### src/rtl/seq_det_pkg.sv
// rtl/seq_det_pkg.sv - shared mode constants and length clamp for the serial pattern detector
package seq_det_pkg;

  localparam bit MODE_MEALY  = 1'b1;
  localparam bit MODE_MOORE  = 1'b0;
  localparam bit OVERLAP_ON  = 1'b1;
  localparam bit OVERLAP_OFF = 1'b0;

  // Active length is forced into 1..max_len so the compare mask is never empty.
  function automatic int clamp_len(input int len, input int max_len);
    if (len < 1) return 1;
    if (len > max_len) return max_len;
    return len;
  endfunction

endpackage

### src/rtl/sat_counter.sv
// rtl/sat_counter.sv - saturating event counter with clear; clear plus increment yields one
module sat_counter #(
  parameter int W = 8
) (
  input  logic         clk,
  input  logic         reset,
  input  logic         clr,
  input  logic         inc,
  output logic [W-1:0] q
);

  logic [W-1:0] cnt_q;
  logic [W-1:0] cnt_d;

  always_comb begin
    cnt_d = cnt_q;
    if (clr) begin
      cnt_d = inc ? W'(1) : '0;
    end else if (inc && (cnt_q != '1)) begin
      cnt_d = cnt_q + W'(1);
    end
  end

  always_ff @(posedge clk) begin
    if (reset) begin
      cnt_q <= '0;
    end else begin
      cnt_q <= cnt_d;
    end
  end

  assign q = cnt_q;

endmodule

### src/rtl/seq_detector_param.sv
// rtl/seq_detector_param.sv - runtime-loadable serial bit-pattern detector with hit counter
module seq_detector_param
  import seq_det_pkg::*;
#(
  parameter int           N           = 4,
  parameter logic [N-1:0] DEFAULT_PAT = 4'b1101,
  parameter bit           MEALY       = MODE_MEALY,
  parameter bit           OVERLAP     = OVERLAP_ON,
  parameter int           CNT_W       = 8,
  localparam int          LW          = $clog2(N + 1)
) (
  input  logic             clk,
  input  logic             reset,
  input  logic             in_valid,
  input  logic             in_bit,
  input  logic             cfg_load,
  input  logic [N-1:0]     cfg_pattern,
  input  logic [LW-1:0]    cfg_len,
  input  logic             cnt_clr,
  output logic             match_out,
  output logic [CNT_W-1:0] match_count,
  output logic [LW-1:0]    cfg_len_q
);

  logic [N-1:0]  pat_q, pat_d;
  logic [N-1:0]  hist_q, hist_d;
  logic [LW-1:0] len_q, len_d;
  logic [LW-1:0] fill_q, fill_d;
  logic [N-1:0]  mask;
  logic [N-1:0]  cand;
  logic          accept;
  logic          hit;

  always_comb begin
    mask = '0;
    for (int i = 0; i < N; i++) begin
      mask[i] = (int'(len_q) > i);
    end
  end

  assign cand   = {hist_q[N-2:0], in_bit};
  assign accept = in_valid & ~cfg_load;
  // fill guarantees every compared bit arrived since the last restart
  assign hit    = accept && (fill_q >= len_q - LW'(1)) && ((cand & mask) == (pat_q & mask));

  always_comb begin
    pat_d  = pat_q;
    len_d  = len_q;
    hist_d = hist_q;
    fill_d = fill_q;
    if (cfg_load) begin
      pat_d  = cfg_pattern;
      len_d  = LW'(clamp_len(int'(cfg_len), N));
      hist_d = '0;
      fill_d = '0;
    end else if (accept) begin
      hist_d = cand;
      if (hit && (OVERLAP != OVERLAP_ON)) begin
        fill_d = '0;
      end else if (fill_q < len_q) begin
        fill_d = fill_q + LW'(1);
      end
    end
  end

  always_ff @(posedge clk) begin
    if (reset) begin
      pat_q  <= DEFAULT_PAT;
      len_q  <= LW'(N);
      hist_q <= '0;
      fill_q <= '0;
    end else begin
      pat_q  <= pat_d;
      len_q  <= len_d;
      hist_q <= hist_d;
      fill_q <= fill_d;
    end
  end

  generate
    if (MEALY == MODE_MEALY) begin : g_mealy
      assign match_out = hit;
    end else begin : g_moore
      logic match_q;
      logic match_d;
      assign match_d = hit;
      always_ff @(posedge clk) begin
        if (reset) begin
          match_q <= 1'b0;
        end else begin
          match_q <= match_d;
        end
      end
      assign match_out = match_q;
    end
  endgenerate

  sat_counter #(.W(CNT_W)) u_count (
    .clk   (clk),
    .reset (reset),
    .clr   (cnt_clr),
    .inc   (hit),
    .q     (match_count)
  );

  assign cfg_len_q = len_q;

endmodule

### config.mk
export PLATFORM = sky130hd
export DESIGN_NAME = seq_detector_param
export DESIGN_NICKNAME = d
export VERILOG_FILES = /design/src/rtl/seq_det_pkg.sv /design/src/rtl/sat_counter.sv /design/src/rtl/seq_detector_param.sv
export SDC_FILE = /design/constraint.sdc
export NUM_CORES = 1
export LEC_CHECK = 0
export CAP_MARGIN = 40
export CORE_ASPECT_RATIO = 0.75
export CORE_MARGIN = 3
export CORE_UTILIZATION = 25
export CTS_BUF_LIST = sky130_fd_sc_hd__clkbuf_16
export DETAILED_ROUTE_END_ITERATION = 12
export SLEW_MARGIN = 25
export SYNTH_ARGS = -nofsm -noshare
export SYNTH_HDL_FRONTEND = slang
export SYNTH_SLANG_ARGS = --single-unit
### constraint.sdc
create_clock -name clk -period 4.4 [get_ports clk]
set_input_delay 1.32 -clock clk [delete_from_list [all_inputs] [get_ports clk]]
set_output_delay 1.32 -clock clk [all_outputs]
set_load 0.01 [all_outputs]
==> metrics.md <==
| Metric | Value |
|---|---|
| Status | `finished, final reports clean` |
| Global-route wire length before repair | `4920 µm` |
| Antenna-violating nets left | `0` |
| Critical Path AT | `2.66 ns` |
| Required time worst endpoint | `3.08 ns` |
| Critical path type | `in2out` |
| Pwr Density | `274 nW/µm²` |
| Setup TNS | `0 ns` |
| Worst Skew | `0.00462 ns` |
| Vias per cell | `4.62` |
| Total CTS buffers | `3` |
| Most frequent cells in the layout | `23 x clkdlybuf4s50_1, 21 x dfxtp_1, 13 x nor2_1, 13 x ha_1, 12 x nand2_1` |
| Number of max-cap violations | `0` |
| TritonCTS Sinks | `21` |
| Pins Over Slew Limit | `0` |
| Via count | `1,039` |
| Final net count | `195` |
| Most common cell after layout, fill and taps aside | `clkdlybuf4s50_1` |
| Port bufs | `24` |
| CTS Hold Buffers Added | `0` |
| Total global-route track usage | `0.108` |
| # IOs | `25` |
| Routability congestion estimate | `0.763` |
| Per-cell routed wire length | `12.7 µm` |
| Syn avg cell area | `9.04 µm²` |
| Setup crit end kind | `output pin` |
| Yosys Warn Count | `0` |
| Crit start category | `input pin` |
| Hold WS | `0.496 ns` |
| Worst hold-check path type | `reg2reg` |
| Final Hold Fails | `0` |
| Row cnt | `21` |
| #FFs+latches synth | `21` |
| CTS H-tree lvls | `1` |
| Vias in the first global route | `981` |
| Reg2reg end | `u_count.q[4]` |
| Die height | `67.6 µm` |
| Max clock buf depth | `2` |
| DRT Wirelength | `2850 µm` |
| Crit path max fanout | `3` |
| Peak Freq | `252 MHz` |
| Worst rel slew slack | `0.659` |
| Clock slew at reported path FFs | `0.06 ns` |
| DRC Markers | `0` |
| Die area | `5960 µm²` |
| HPWL after detailed placement | `2150 µm` |
| Mapped cell area | `1270 µm²` |
| Post-layout util | `0.359` |
| Die Wd | `88.2 µm` |
| P_leak | `0.699 nW` |
| Seq/Total Area, Yosys | `0.332` |
| Initial core utilization | `0.271` |
| HP Start | `u_count.q[6]` |
| Period utilization | `0.904` |
| Synthesized Nets | `166` |
| Non-filler instance count after layout | `225` |
| Worst-margin pin slew | `0.509 ns` |
| Iteration-0 DRC Markers | `30` |
| DRT Pass-1 Iters | `4` |
| Hold endpoint | `u_count.q[6]` |
| Initial antenna violation count | `0` |
| Distinct cells, synth | `36` |
| Max VDD drop | `0.147 mV` |
| R2R Path Start | `cfg_len_q[0]` |
| Post-synthesis cell count | `140` |
| P&R area growth vs syn | `32.5%` |
| Core outline area | `4680 µm²` |
| Diode count | `0` |
| Worst R2R Path Depth | `9` |
| Clk_lat worst skew | `0.26 ns` |
| Tmin final | `3.98 ns` |
| Worst hold stages | `2` |
| GRT overflow | `0` |
| Placed cells | `221` |
| Pin count of the biggest net entering global routing | `13` |
| CTS tree | `done` |
| Ratio of cells with drive above 1 in the final layout | `0.0952` |
| Clk root buf | `clkbuf_16` |
| Final setup fails | `0` |
| RSZ-0062 raised after global routing | `no` |
| R2R Setup Slk | `1.85 ns` |
==> how the worst max path moves through the flow <==
stage / start / end / depth (start not counted) / slack [ns]
after floorplan: in_bit / match_out / 5 / 0.97
after global placement: in_bit / match_out / 7 / 0.02
after detailed placement: in_bit / match_out / 7 / 0.03
after CTS: in_bit / match_out / 7 / 0.02
after global routing: in_bit / match_out / 7 / 0.32
final: in_bit / match_out / 7 / 0.42
==> state kept, by name, summed over array words and instances, names as in the netlist <==
name       count
cfg_len_q      3
fill_q         3
hist_q         3
pat_q          4
u_count.q      8
==> Yosys cell counts, drive strengths merged <==
cell / number / area [µm²]
a21boi: 2 / 15.0
a21o: 1 / 7.51
a21oi: 3 / 26.3
a31oi: 2 / 12.5
and2: 1 / 6.26
and3b: 1 / 8.76
and4: 1 / 8.76
clkbuf: 4 / 15.0
dfxtp: 21 / 420
ha: 13 / 163
inv: 8 / 30.0
mux2i: 9 / 90.1
nand2: 12 / 45.0
nand2b: 3 / 28.8
nand3: 6 / 30.0
nand4: 2 / 27.5
nor2: 13 / 48.8
nor2b: 2 / 12.5
nor3b: 1 / 7.51
nor4b: 1 / 8.76
o211ai: 2 / 15.0
o21ai: 5 / 32.5
o21ba: 1 / 10.0
o22ai: 1 / 6.26
o311ai: 2 / 17.5
o31ai: 7 / 52.6
or2: 2 / 12.5
or3: 5 / 31.3
or4: 2 / 15.0
xnor2: 2 / 17.5
xor2: 5 / 43.8
==> final cells by class <==
cell class	count	area [µm²]
clock inverter	1	5.00
sequential	21	420
multi-input combinational	107	803
inverter	8	30.0
tap	57	71.3
fill	486	3000
clock buffer	3	75.1
timing repair buffer	28	273
==> through the flow <==
step,power [mW],setup WS [ns],area [µm²]
2_1_floorplan,0.241,0.966,1270
3_3_place_gp,0.265,0.0244,1590
3_5_place_dp,0.266,0.0298,1590
4_1_cts,0.463,0.0195,1670
5_1_grt,0.480,0.322,1680
6_report,0.459,0.425,1680
==> per-layer routing <==
metal  part of all wire  track usage
met2               0.40        0.141
met5                  0            0
met3              0.034       0.0256
met4              0.019       0.0509
met1               0.55        0.161
==> what timing repair did <==
| action | 4_1_cts | 5_1_grt |
|---|---|---|
| hold endpoints to repair | 0 | 0 |
| resized for setup | 0 | 2 |
| endpoints found under the setup margin | 0 | 1 |
| setup buffers | 0 | 0 |
==> power breakdown <==
group | internal (mW) | switching, mW | total (mW)
logic | 0.0316 | 0.0294 | 0.0610
registers | 0.195 | 0.00569 | 0.200
clock network | 0.122 | 0.0756 | 0.198
==> worst max-delay path: stages <==
cell and delay [ns]:
clkdlybuf4s50_1 0.43, xor2_1 0.20, a21oi_4 0.18, and4_4 0.25, nand2_1 0.07, inv_1 0.05
dlymetal6s2s_1 0.15
==> cells by family (layout without fill, tap and decap cells) <==
| family | Yosys count | count (layout) | share of synthesized area |
|---|---|---|---|
| flops | 21 | 21 | 0.332 |
| fa+ha+maj | 13 | 13 | 0.128 |
| buf+inv | 12 | 40 | 0.0356 |
| mux | 9 | 9 | 0.0711 |
| simple gates | 52 | 52 | 0.230 |
| compound gates | 26 | 26 | 0.154 |
| xor+xnor | 7 | 7 | 0.0484 |
(Power assumes the default switching activity.)
